==> config.mk <==
export PLATFORM = sky130hd
export DESIGN_NAME = chip8_mem_arbiter
export DESIGN_NICKNAME = d
export VERILOG_FILES = /design/src/rtl/chip8_mem_pkg.sv /design/src/rtl/chip8_arb2.sv /design/src/rtl/chip8_mem_arbiter.sv
export SDC_FILE = /design/constraint.sdc
export NUM_CORES = 1
export LEC_CHECK = 0
export BUFFER_PORTS_ARGS = -buffer_cell sky130_fd_sc_hd__buf_2
export CAP_MARGIN = 5
export CORE_MARGIN = 2
export CORE_UTILIZATION = 30
export DETAILED_ROUTE_END_ITERATION = 7
export GPL_ROUTABILITY_DRIVEN = 1
export PLACE_DENSITY = 0.76
export SLEW_MARGIN = 20
export SYNTH_ARGS = -nofsm -noshare
export SYNTH_HDL_FRONTEND = slang
export SYNTH_HIERARCHICAL = 1
export SYNTH_SLANG_ARGS = --single-unit
==> constraint.sdc <==
create_clock -name clk -period 5.1 [get_ports clk]
set_clock_uncertainty 0.05 [all_clocks]
set_input_delay 1.02 -clock clk [delete_from_list [all_inputs] [get_ports clk]]
set_output_delay 1.02 -clock clk [all_outputs]
set_load 0.05 [all_outputs]
==> src/rtl/chip8_mem_pkg.sv <==
// Shared types and constants for the CHIP-8 RAM arbiter: owner-state encoding,
// read-return tags and default bus widths.
package chip8_mem_pkg;

  localparam int unsigned DefAddrW = 12;
  localparam int unsigned DefDataW = 8;

  typedef enum logic [1:0] {
    StIdle    = 2'd0,
    StCpuLock = 2'd1,
    StPpuLock = 2'd2
  } owner_e;

  typedef logic [1:0] tag_t;

  localparam tag_t TagNone = 2'd0;
  localparam tag_t TagCpu  = 2'd1;
  localparam tag_t TagPpu  = 2'd2;
  localparam tag_t TagVid  = 2'd3;

endpackage

==> src/rtl/chip8_arb2.sv <==
// Two-way CPU/PPU picker with force-CPU override. MEM_ARB_ROUND_ROBIN_EN selects
// pointer-based alternation on conflicts; otherwise PPU wins.
module chip8_arb2 (
  input  logic cpu_req,
  input  logic ppu_req,
  input  logic force_cpu,
  input  logic ptr,
  output logic cpu_gnt,
  output logic ppu_gnt,
  output logic ptr_toggle
);

`ifndef MEM_ARB_ROUND_ROBIN_EN
  logic unused_ptr;
  assign unused_ptr = ptr;
`endif

  always_comb begin
    cpu_gnt    = 1'b0;
    ppu_gnt    = 1'b0;
    ptr_toggle = 1'b0;
    if (cpu_req && (force_cpu || !ppu_req)) begin
      cpu_gnt = 1'b1;
    end else if (ppu_req && !cpu_req) begin
      ppu_gnt = 1'b1;
    end else if (ppu_req && cpu_req) begin
`ifdef MEM_ARB_ROUND_ROBIN_EN
      // ptr low favours the PPU; flip after every contested pick
      ptr_toggle = 1'b1;
      cpu_gnt    = ptr;
      ppu_gnt    = ~ptr;
`else
      ppu_gnt = 1'b1;
`endif
    end
  end

endmodule

==> src/rtl/chip8_mem_arbiter.sv <==
// Arbitrates the CHIP-8 RAM read/write ports between CPU, PPU and video scanout,
// with owner locking and CPU starvation forcing. Option: MEM_ARB_ROUND_ROBIN_EN.
module chip8_mem_arbiter
  import chip8_mem_pkg::*;
#(
  parameter int unsigned ADDR_W     = DefAddrW,
  parameter int unsigned DATA_W     = DefDataW,
  parameter int unsigned STARVE_MAX = 15
) (
  input  logic              clk,
  input  logic              reset,
  input  logic              cpu_rd_req,
  input  logic              ppu_rd_req,
  input  logic              vid_rd_req,
  input  logic [ADDR_W-1:0] cpu_rd_addr,
  input  logic [ADDR_W-1:0] ppu_rd_addr,
  input  logic [ADDR_W-1:0] vid_rd_addr,
  output logic              cpu_rd_gnt,
  output logic              ppu_rd_gnt,
  output logic              vid_rd_gnt,
  output logic              cpu_rd_valid,
  output logic              ppu_rd_valid,
  output logic              vid_rd_valid,
  output logic [DATA_W-1:0] rd_data,
  input  logic              cpu_wr_req,
  input  logic              ppu_wr_req,
  input  logic [ADDR_W-1:0] cpu_wr_addr,
  input  logic [ADDR_W-1:0] ppu_wr_addr,
  input  logic [DATA_W-1:0] cpu_wr_data,
  input  logic [DATA_W-1:0] ppu_wr_data,
  output logic              cpu_wr_gnt,
  output logic              ppu_wr_gnt,
  input  logic              cpu_lock,
  input  logic              ppu_lock,
  output logic [ADDR_W-1:0] mem_read_address,
  input  logic [DATA_W-1:0] mem_read_data,
  output logic [ADDR_W-1:0] mem_write_address,
  output logic [DATA_W-1:0] mem_write_data,
  output logic              mem_write_enable
);

  localparam int unsigned CntW = $clog2(STARVE_MAX + 1);
  localparam logic [CntW-1:0] StarveMaxC = CntW'(STARVE_MAX);

  owner_e            state_q, state_d;
  tag_t              tag_q, tag_d;
  logic [CntW-1:0]   starve_q, starve_d;
  logic [ADDR_W-1:0] raddr_q;
  logic              rd_ptr_q, rd_ptr_d, wr_ptr_q, wr_ptr_d;

  logic arb_rd_cpu, arb_rd_ppu, arb_rd_tog;
  logic arb_wr_cpu, arb_wr_ppu, arb_wr_tog;
  logic idle;

  assign idle = (state_q == StIdle);

  // Video always wins the read port, so mask it out before the CPU/PPU pick.
  chip8_arb2 u_rd_arb (
    .cpu_req    (cpu_rd_req & ~vid_rd_req),
    .ppu_req    (ppu_rd_req & ~vid_rd_req),
    .force_cpu  (starve_q == StarveMaxC),
    .ptr        (rd_ptr_q),
    .cpu_gnt    (arb_rd_cpu),
    .ppu_gnt    (arb_rd_ppu),
    .ptr_toggle (arb_rd_tog)
  );

  chip8_arb2 u_wr_arb (
    .cpu_req    (cpu_wr_req),
    .ppu_req    (ppu_wr_req),
    .force_cpu  (1'b0),
    .ptr        (wr_ptr_q),
    .cpu_gnt    (arb_wr_cpu),
    .ppu_gnt    (arb_wr_ppu),
    .ptr_toggle (arb_wr_tog)
  );

  always_comb begin
    vid_rd_gnt = vid_rd_req;
    cpu_rd_gnt = 1'b0;
    ppu_rd_gnt = 1'b0;
    cpu_wr_gnt = 1'b0;
    ppu_wr_gnt = 1'b0;
    unique case (state_q)
      StCpuLock: begin
        cpu_rd_gnt = cpu_rd_req & ~vid_rd_req;
        cpu_wr_gnt = cpu_wr_req;
      end
      StPpuLock: begin
        ppu_rd_gnt = ppu_rd_req & ~vid_rd_req;
        ppu_wr_gnt = ppu_wr_req;
      end
      default: begin
        cpu_rd_gnt = arb_rd_cpu;
        ppu_rd_gnt = arb_rd_ppu;
        cpu_wr_gnt = arb_wr_cpu;
        ppu_wr_gnt = arb_wr_ppu;
      end
    endcase
  end

  assign rd_ptr_d = rd_ptr_q ^ (arb_rd_tog & idle);
  assign wr_ptr_d = wr_ptr_q ^ (arb_wr_tog & idle);

  always_comb begin
    state_d = state_q;
    unique case (state_q)
      StCpuLock: if (!cpu_lock) state_d = StIdle;
      StPpuLock: if (!ppu_lock) state_d = StIdle;
      default: begin
        if (ppu_lock && (ppu_rd_gnt || ppu_wr_gnt)) begin
          state_d = StPpuLock;
        end else if (cpu_lock && (cpu_rd_gnt || cpu_wr_gnt)) begin
          state_d = StCpuLock;
        end
      end
    endcase
  end

  always_comb begin
    tag_d            = TagNone;
    mem_read_address = raddr_q;
    if (vid_rd_gnt) begin
      tag_d            = TagVid;
      mem_read_address = vid_rd_addr;
    end else if (cpu_rd_gnt) begin
      tag_d            = TagCpu;
      mem_read_address = cpu_rd_addr;
    end else if (ppu_rd_gnt) begin
      tag_d            = TagPpu;
      mem_read_address = ppu_rd_addr;
    end
  end

  always_comb begin
    mem_write_address = '0;
    mem_write_data    = '0;
    if (cpu_wr_gnt) begin
      mem_write_address = cpu_wr_addr;
      mem_write_data    = cpu_wr_data;
    end else if (ppu_wr_gnt) begin
      mem_write_address = ppu_wr_addr;
      mem_write_data    = ppu_wr_data;
    end
  end

  assign mem_write_enable = cpu_wr_gnt | ppu_wr_gnt;

  // A PPU lock pauses the starvation count rather than clearing it.
  always_comb begin
    starve_d = starve_q;
    if (!cpu_rd_req || cpu_rd_gnt) begin
      starve_d = '0;
    end else if (state_q != StPpuLock && starve_q != StarveMaxC) begin
      starve_d = starve_q + 1'b1;
    end
  end

  always_ff @(posedge clk or negedge reset) begin
    if (!reset) begin
      state_q  <= StIdle;
      tag_q    <= TagNone;
      starve_q <= '0;
      raddr_q  <= '0;
      rd_ptr_q <= 1'b0;
      wr_ptr_q <= 1'b0;
    end else begin
      state_q  <= state_d;
      tag_q    <= tag_d;
      starve_q <= starve_d;
      raddr_q  <= mem_read_address;
      rd_ptr_q <= rd_ptr_d;
      wr_ptr_q <= wr_ptr_d;
    end
  end

  assign cpu_rd_valid = (tag_q == TagCpu);
  assign ppu_rd_valid = (tag_q == TagPpu);
  assign vid_rd_valid = (tag_q == TagVid);
  assign rd_data      = mem_read_data;

endmodule

## Yosys cells after proc, flatten, opt, wreduce, memory -nomap -nowiden

Index checks and enable logic that the tools add are counted.

| word-level totals | value |
|---|---|
| latch bits | 0 |
| memory bits (read-only) | 0 |
| logic and storage cells | 69 |
| memories | 0 |
| flip-flop bits (word level) | 20 |
| RAM bits | 0 |
| output and inout port bits | 49 |

| cells by class | value |
|---|---|
| div/mod/pow operators | 0 |
| eq/ne operators | 10 |
| multiplexer cells | 29 |
| multipliers | 0 |
| $add $sub $neg | 1 |
| bitwise logic cells | 4 |
| shift-type cells | 0 |
| magnitude comparators | 0 |
| reduce and logical (&&, ||, !) cells | 21 |

Operators by type and width:

| cell | count |
|---|---|
| two-way mux 12 bit | 5 |
| two-way mux 8 bit | 2 |
| two-way mux 2 bit | 7 |
| logical AND 1 bit | 9 |
| two-way mux 1 bit | 8 |
| two-way mux 4 bit | 2 |
| case mux 1 bit (2 select lines) | 4 |
| == test 2 bit, second input constant | 3 |
| inequality test 2 bit, second input constant | 3 |
| zero test 1 bit | 5 |
| adder 4 x 1 -> 4 bit, second input constant | 1 |
| == test 2 x 1 -> 1 bit, second input constant | 2 |
| == test 4 bit, second input constant | 1 |
| logical OR 1 bit | 4 |
| inequality test 4 bit, second input constant | 1 |
| case mux 2 bit (2 select lines) | 1 |
| nonzero test 4 bit | 1 |
| AND reduction 3 bit | 1 |
| AND 1 bit | 2 |
| nonzero test 2 bit | 1 |
| inverter 1 bit | 1 |
| OR 1 bit | 1 |

## Logic depth before layout (Yosys ltp)

Gate-level depths: netlist (run 1).

| depth | value |
|---|---|
| depth in word-level cells | 12 |
| depth in mapped cells | 10 |

## Cells and area by module

The synthesis (run 1) kept the hierarchy.

By module, submodules not included:

| module | cells each | seq. area each (um^2) | times used | area an instance (um^2) |
|---|---|---|---|---|
| chip8_mem_arbiter | 180 | 550.5 | 1 | 1,765.4 |
| chip8_arb2 | 5 | 0.0 | 2 | 30.0 |

## Worst setup path after synthesis (run 1)

OpenSTA, ideal clock, no wires.

| path | value |
|---|---|
| path kind | input to output |
| start | in vid_rd_req |
| end | out mem_read_address[3] |
| buffers on the path | 1 |
| path slack | 0.812 ns |
| arrival time | 3.218 ns |
| stages on the path | 7 |
| path through | clkbuf_8 nor2b_1 a21boi_0 nand2b_4 nand2_2 a211oi_1 o31ai_1 |

| on the way | value |
|---|---|
| word-level cells in the longest chain between the ends | 10 |
| elaborated cells between the ends (all ways) | 18 |
| those cells by class | mux: 9; bitwise: 3; reduce/logical: 6 |

Ends and longest elaborated chain:

| item | line | source |
|---|---|---|
| start: declaration | chip8_mem_arbiter.sv:14 | `input logic vid_rd_req,` |
| inverter 1 bit * | chip8_mem_arbiter.sv:59, chip8_mem_arbiter.sv:60 |  |
| AND 1 bit, on equally long branches | chip8_mem_arbiter.sv:60, chip8_mem_arbiter.sv:59 |  |
| logical AND 1 bit, or another cell as far along | chip8_arb2.sv:26 | `end else if (ppu_req && cpu_req) begin` |
| two-way mux 1 bit, or another cell as far along | chip8_arb2.sv:26 |  |
| two-way mux 1 bit / logical AND 1 bit (equally long branches) | chip8_arb2.sv:24, chip8_arb2.sv:22 |  |
| two-way mux 1 bit * | chip8_arb2.sv:22 | `if (cpu_req && (force_cpu \|\| !ppu_req)) begin` |
| net arb_rd_ppu | chip8_mem_arbiter.sv:51 | `logic arb_rd_cpu, arb_rd_ppu, arb_rd_tog;` |
| case mux 1 bit (2 select lines) * | chip8_mem_arbiter.sv:84 | `unique case (state_q)` |
| two-way mux 12 bit * | chip8_mem_arbiter.sv:129 | `end else if (ppu_rd_gnt) begin` |
| two-way mux 12 bit * | chip8_mem_arbiter.sv:126 | `end else if (cpu_rd_gnt) begin` |
| two-way mux 12 bit * | chip8_mem_arbiter.sv:123 | `if (vid_rd_gnt) begin` |
| end: declaration | chip8_mem_arbiter.sv:35 | `output logic [ADDR_W-1:0] mem_read_address,` |

Mark *: on every way through the listed nets, which the timed path passes. The rest lies on a longest branch.

## Worst setup path after layout (run 1)

| path | value |
|---|---|
| start | in vid_rd_req |
| end | out mem_read_address[4] |

Same word-level chain as after synthesis.

==> flow_summary.toml, run 1 <==
[placed_design]
pre_cts_ws_ns = 0.7117
dp.cells = 357
gp_congestion = 0.7247
dp_hpwl_um = 3740
port_buffers = 125

[hold_path]
hp-class = "reg2reg"
hold_depth = 2

[yosys]
ys_warn_count = 6
netlist_area_mm2 = 0.001728
synth_area_per_cell_um2 = 9.599
syn_inst = 180

[cts]
cts_buffers = 3
cts_resized = 0
clock-sinks = 20
clock-root-buffer = "clkbuf_8"
max-clock-path-buffers = 2
insertion_delay_ns = 0.26
cts_setup_buffers = 0
clk_pin_slew_ns = 0.07
cts_tree = "built"
cts_hold_buf = 0
htree_levels = 1

[setup_path]
reg2reg_depth = 7
cp.arrival_ns = 3.31
end_kind = "output port"
critPathMaxFanout = 31
worstPathRequired_ns = 4.03
worstSetupPathType = "in2out"
cp-start-kind = "input port"

[pwr]
power_per_cell_area_mw_per_mm2 = 607.6
vdd_drop_max_v = 0.0002469
leakage_nw = 1.259

[cells_and_area]
drive_gt1_frac = 0.5467
diodes = 0
fin_nets = 387
finalNonFillerCells = 361
syn2layout_area_growth_pct = 34.47

[job]
drv_cap = 0

[sta]
maxSlewViolCount = 0
setup_viol = 0
setup_slack_ns = 0.7218
hold_violations = 0
period_needed_ns = 4.378
rsz0062_at_grt = "false"
period_share = 0.8585
max_freq_mhz = 228.4
setup_tns_ns = 0
slew_headroom = 0.4970
worst_pin_slew_ns = 0.7537

[die]
num_io_pins = 142
row_count = 27
die_w_um = 79.89
core_area_mm2 = 0.005540
die_h_um = 79.89
dieArea_mm2 = 0.006382
start_util = 0.3119

[detailed_routing]
drtAntennaViolNets = 0
vias = 1717
first_iter_violations = 55
wl_um = 4806
via_per_inst = 4.756
wl_per_cell_um = 13.31
drc = 0
drtPass1Iterations = 4

[global_route]
grt_max_degree = 32
grtUsageTotal = 0.1445
overflow = 0
grt_pass1_vias = 1542
grt_antenna_before_repair = 0
grt_pass1_wl_um = 7452

[outcome]
status = "finished, final reports clean"
-- worst max-delay path, stage by stage --
cell and delay (ns):
buf_2 0.46, nor2b_1 0.12, a21boi_0 0.41, nand2b_4 0.17, nand2_2 0.33, a211oi_1 0.14, o31ai_1 0.32, buf_2 0.33
-- state kept, by name, indices dropped and copies added, names as in the netlist --
| register | cells |
|---|---|
| state_q | 2 |
| tag_q | 2 |
| starve_q | 4 |
| raddr_q | 12 |
-- layout make-up --
cell class / count / area [µm²]
Fill cell: 560 / 3217
Multi-Input combinational cell: 130 / 989.7
Timing Repair Buffer: 126 / 633.1
Sequential cell: 20 / 500.5
Tap cell: 72 / 90.09
Clock buffer: 3 / 41.29
Inverter: 9 / 38.79
Clock inverter: 1 / 30.03
-- through the flow --
stage | hold slack, ns | power [W] | area (µm²) | util
finish | 0.5455 | 0.001412 | 2323 | 0.4194
global route | 0.5774 | 0.001495 | 2323 | 0.4194
CTS | 0.5471 | 0.001420 | 2321 | 0.4189
detailed placement | 0.5250 | 0.001257 | 2250 | 0.4061
global placement | 0.4919 | 0.001245 | 2250 | 0.4061
floorplan | 0.4629 | 0.001102 | 1732 | -
-- power breakdown --
| part | switching [W] | internal [W] |
|---|---|---|
| clock | 0.0000528 | 0.000105 |
| sequential | 0.0000185 | 0.000199 |
| combinational | 0.000739 | 0.000298 |
| total | 0.000810 | 0.000602 |
-- cells in the final DEF, fill, tap and decap left out, types with 3 or more instances in the layout --
cell type / instances
nand2_1: 14
o31ai_2: 9
a31oi_1: 3
and3_2: 3
clkbuf_8: 3
inv_1: 8
nor2b_1: 5
a211oi_2: 9
nand2b_1: 3
dfrtp_1: 20
a22o_1: 20
and3_1: 10
buf_2: 125
nor2_1: 15
o31ai_1: 3
a211oi_1: 3
ha_1: 4
-- routing by layer --
layer  track usage  share of wire  vias to the layer above
li1              -              -                      871
met4       0.02881         0.0056                        0
met5             0              0                        -
met2        0.2258           0.50                       43
met3       0.02036          0.040                        2
met1        0.2112           0.45                      801
-- final timing paths --
kind | from | endpoint | slack (ns)
min in group asynchronous | reset | raddr_q[11] | 0.64
worst min register to register | starve_q[3] | starve_q[3] | 0.55
worst max register to register | starve_q[0] | raddr_q[4] | 2.78
worst max-delay path | vid_rd_req | mem_read_address[4] | 0.72
max in group asynchronous | reset | starve_q[3] | 4.04
worst min-delay path | starve_q[3] | starve_q[3] | 0.55
No activity file was read; power rests on OpenSTA's default activity.
==> run 2: changes to the inputs <==
- MAX_ROUTING_LAYER: not set -> met4
==> flow_summary.toml, run 2 (synthesis gave the netlist of run 1 again) <==
[sta]
setup_viol = 0
max_freq_mhz = 228.2
period_share = 0.8591
slew_headroom = 0.4970
period_needed_ns = 4.381
maxSlewViolCount = 0
worst_pin_slew_ns = 0.7537
setup_tns_ns = 0
rsz0062_at_grt = "false"
hold_violations = 0

[pwr]
switching_share = 0.5741
switching_power_w = 0.0008111
power_frac_comb = 0.734
clkPwrFrac = 0.112
p_int_w = 0.0006018
vdd_drop_max_v = 0.0002469
pwr-share-seq = 0.154
leakage_nw = 1.259
power_per_cell_area_mw_per_mm2 = 608.1

[cts]
max-clock-path-buffers = 2
clk_pin_slew_ns = 0.07
clock-root-buffer = "clkbuf_8"
cts_setup_buffers = 0
cts_hold_buf = 0
cts_tree = "built"
cts_buffers = 3
clock-sinks = 20
cts_resized = 0
htree_levels = 1
insertion_delay_ns = 0.26

[global_route]
grt_pass1_vias = 1543
overflow = 0
grtUsageTotal = 0.1489
grt_antenna_before_repair = 0
grt_max_degree = 32
grt_pass1_wl_um = 7465

[setup_path]
worstPathRequired_ns = 4.03
cp-start-kind = "input port"
critPathMaxFanout = 31
crit_path_frequent_cell = "buf_2"
end_kind = "output port"
r2r_slack_ns = 2.78
worstSetupPathType = "in2out"
reg2reg_depth = 7
cp.arrival_ns = 3.31
cp_slowest_cell = "buf_2"
max_stage_delay_ns = 0.46
path_cells = "buf_2 -> nor2b_1 -> a21boi_0 -> nand2b_4 -> nand2_2 -> a211oi_1 -> o31ai_1 -> buf_2"

[cells_and_area]
fin_nets = 387
drive_gt1_frac = 0.5467
layout_common_cells = "125 x buf_2, 20 x a22o_1, 20 x dfrtp_1"
top_regs = "raddr_q (12), starve_q (4)"
mostFrequentLayoutCell = "buf_2"
top_register = "raddr_q"
diodes = 0
final_util = 0.4194
syn2layout_area_growth_pct = 34.47
largest_register_ffs = 12

[detailed_routing]
drtAntennaViolNets = 0
first_iter_violations = 48
vias = 1701
drtPass1Iterations = 4
via_per_inst = 4.712
wl_per_cell_um = 13.33
wl_um = 4811
drc = 0

[placed_design]
gp_congestion = 0.7334
dp_hpwl_um = 3740
port_buffers = 125

[hold_path]
hold_depth = 2
hp-class = "reg2reg"

[die]
core_area_mm2 = 0.005540
start_util = 0.3119
die_h_um = 79.89
dieArea_mm2 = 0.006382
die_w_um = 79.89
row_count = 27
num_io_pins = 142

[outcome]
status = "finished, final reports clean"

[job]
drv_cap = 0
==> run 2: per-layer routing <==
layer / GRT usage / part of all wire
met4: 0.02881 / 0.0052
met1: 0.2126 / 0.46
met3: 0.02036 / 0.041
met5: - / 0
met2: 0.2258 / 0.50
==> run 2: per-stage QoR <==
step / total power (W) / worst slack, ns / hold WS, ns / cell area, µm² / instances
2_1_floorplan: 0.001102 / 0.8125 / 0.4629 / 1732 / 181
3_3_place_gp: 0.001245 / 0.8135 / 0.4919 / 2250 / 357
3_5_place_dp: 0.001257 / 0.7117 / 0.5250 / 2250 / 357
4_1_cts: 0.001420 / 0.6921 / 0.5471 / 2321 / 361
5_1_grt: 0.001496 / 0.5024 / 0.5774 / 2323 / 361
6_report: 0.001413 / 0.7186 / 0.5430 / 2323 / 361
==> run 2: final cells by class <==
type | count | area (µm²)
clock inverters | 1 | 30.03
repair buffers | 126 | 633.1
inverters | 9 | 38.79
well taps | 72 | 90.09
clock buffers | 3 | 41.29
multi-input cells | 130 | 989.7
fillers | 560 | 3217
flip-flops and latches | 20 | 500.5
==> run 2: power groups by stage <==
stage / logic [W] / registers, W / clock network (W)
2_1_floorplan: 0.000887 / 0.000215 / 0
3_3_place_gp: 0.00103 / 0.000219 / 0
3_5_place_dp: 0.00104 / 0.000221 / 0
4_1_cts: 0.00104 / 0.000218 / 0.000162
5_1_grt: 0.00111 / 0.000222 / 0.000167
6_report: 0.00104 / 0.000218 / 0.000158
==> run 2: path summary, 6_finish.rpt <==
check | from | end
min in group asynchronous | reset | raddr_q[11]
max in group asynchronous | reset | starve_q[3]
worst max-delay path | vid_rd_req | mem_read_address[4]
worst min-delay path | starve_q[3] | starve_q[3]
worst min register to register | starve_q[3] | starve_q[3]
worst max register to register | starve_q[0] | raddr_q[4]
==> run 2: critical path: cells and delay by family <==
family	cells	cell delay, ns
AND/OR/NAND/NOR	3	0.62
AO/OA/AOI/OAI	3	0.87
buffers and inverters	2	0.79
==> run 3: changes to the inputs <==
- ABC_AREA: not set -> 1
- PLACE_DENSITY: 0.76 -> 0.77
==> flow_summary.toml, run 3 <==
[outcome]
status = "finished, final reports clean"

[sta]
rsz0062_at_grt = "false"
period_share = 0.8171
maxSlewViolCount = 0
setup_tns_ns = 0
max_freq_mhz = 240.0
period_needed_ns = 4.167
hold_violations = 0
setup_viol = 0
setup_slack_ns = 0.9328
slew_headroom = 0.4098
worst_pin_slew_ns = 0.8852

[die]
die_h_um = 77.92
core_area_mm2 = 0.005205
num_io_pins = 142
dieArea_mm2 = 0.006071
die_w_um = 77.92
row_count = 26
start_util = 0.3149

[detailed_routing]
routed.top_layer = "met4"
via_per_inst = 4.624
drtAntennaViolNets = 0
first_iter_violations = 51
drtPass1Iterations = 5
drc = 0
wl_per_cell_um = 11.57
dr_wl_met2_um = 2398
met3_length_um = 335
wl_um = 5021
vias = 2007
wl_met1_um = 2229

[cells_and_area]
syn2layout_area_growth_pct = 39.69
largest_register_ffs = 12
top_register = "raddr_q"
layout_common_cells = "125 x buf_2, 55 x nand2_1, 35 x a21oi_1"
mostFrequentLayoutCell = "buf_2"
diodes = 0
fin_nets = 462
drive_gt1_frac = 0.3929
fin_area_mm2 = 0.002290
top_regs = "raddr_q (12), starve_q (4)"
finalNonFillerCells = 434

[setup_path]
cp.arrival_ns = 3.10
reg2reg_from = "state_q[1]"
worstSetupPathType = "in2out"
critPathMaxFanout = 24
r2r_end = "state_q[1]"
cp-start-kind = "input port"
worstPathRequired_ns = 4.03
reg2reg_depth = 12
end_kind = "output port"
r2r_slack_ns = 2.26

[global_route]
overflow = 0
grt_pass1_vias = 1966
grt_max_degree = 26
grt_pass1_wl_um = 8052
grt_antenna_before_repair = 0
grtUsageTotal = 0.1618

[hold_path]
hold_start = "starve_q[0]"
hold_end = "starve_q[0]"
hold_depth = 1
hp-class = "reg2reg"

[placed_design]
postPlaceCellArea_mm2 = 0.002218
port_buffers = 125
dp.cells = 430
gp_congestion = 0.8060
pre_cts_ws_ns = 0.9435
dp_hpwl_um = 3889

[pwr]
power_per_cell_area_mw_per_mm2 = 484.7
leakage_nw = 1.333
vdd_drop_max_v = 0.0002711

[yosys]
synth_area_per_cell_um2 = 6.428
syn_inst = 255
ys_warn_count = 6
netlist_area_mm2 = 0.001639

[cts]
clock-root-buffer = "clkbuf_8"
insertion_delay_ns = 0.26
htree_levels = 1
clk_pin_slew_ns = 0.08
cts_tree = "built"
max-clock-path-buffers = 2
clock-sinks = 20
cts_hold_buf = 0
cts_setup_buffers = 0
cts_resized = 0
cts_buffers = 3

[job]
drv_cap = 0
-- run 3: routing by layer --
metal  vias to the layer above  track usage
li1                       1029            -
met1                       878       0.1913
met2                        94       0.2914
met3                         6      0.01163
met4                         0      0.05263
met5                         -            -
-- run 3: stage by stage --
stage	power, W	utilization	hold slack [ns]
after CTS	0.001118	0.4399	0.4564
after global placement	0.0009435	0.4262	0.4361
after global routing	0.001181	0.4399	0.4759
after detailed placement	0.0009558	0.4262	0.4445
after floorplan	0.0008153	-	0.4111
final	0.001110	0.4399	0.4557
-- run 3: how the worst max path moves through the flow --
stage,start,to
6_report,vid_rd_req,mem_read_address[2]
5_1_grt,vid_rd_req,mem_read_address[10]
4_1_cts,vid_rd_req,mem_read_address[2]
3_5_place_dp,vid_rd_req,mem_read_address[10]
3_3_place_gp,vid_rd_req,mem_read_address[2]
2_1_floorplan,vid_rd_req,mem_read_address[0]
-- run 3: cell type report --
class,count,area (µm²)
repair buffers,126,633.1
flip-flops and latches,20,500.5
inverters,31,116.4
well taps,70,87.58
multi-input cells,183,880.8
clock inverters,1,30.03
clock buffers,3,41.29
fillers,555,2915
-- run 3: where the power goes --
| part | switching, W | internal [W] |
|---|---|---|
| combinational | 0.000558 | 0.000177 |
| sequential | 0.0000193 | 0.000197 |
| clock | 0.0000539 | 0.000105 |
-- run 3: worst max-delay path, stage by stage --
cell and delay, ns:
buf_2 0.18, inv_2 0.25, nand2_1 0.13, o21ai_2 0.70, inv_1 0.22, nor2_1 0.14, nor2_1 0.05, o21ai_1 0.09
a21oi_1 0.09, buf_2 0.21
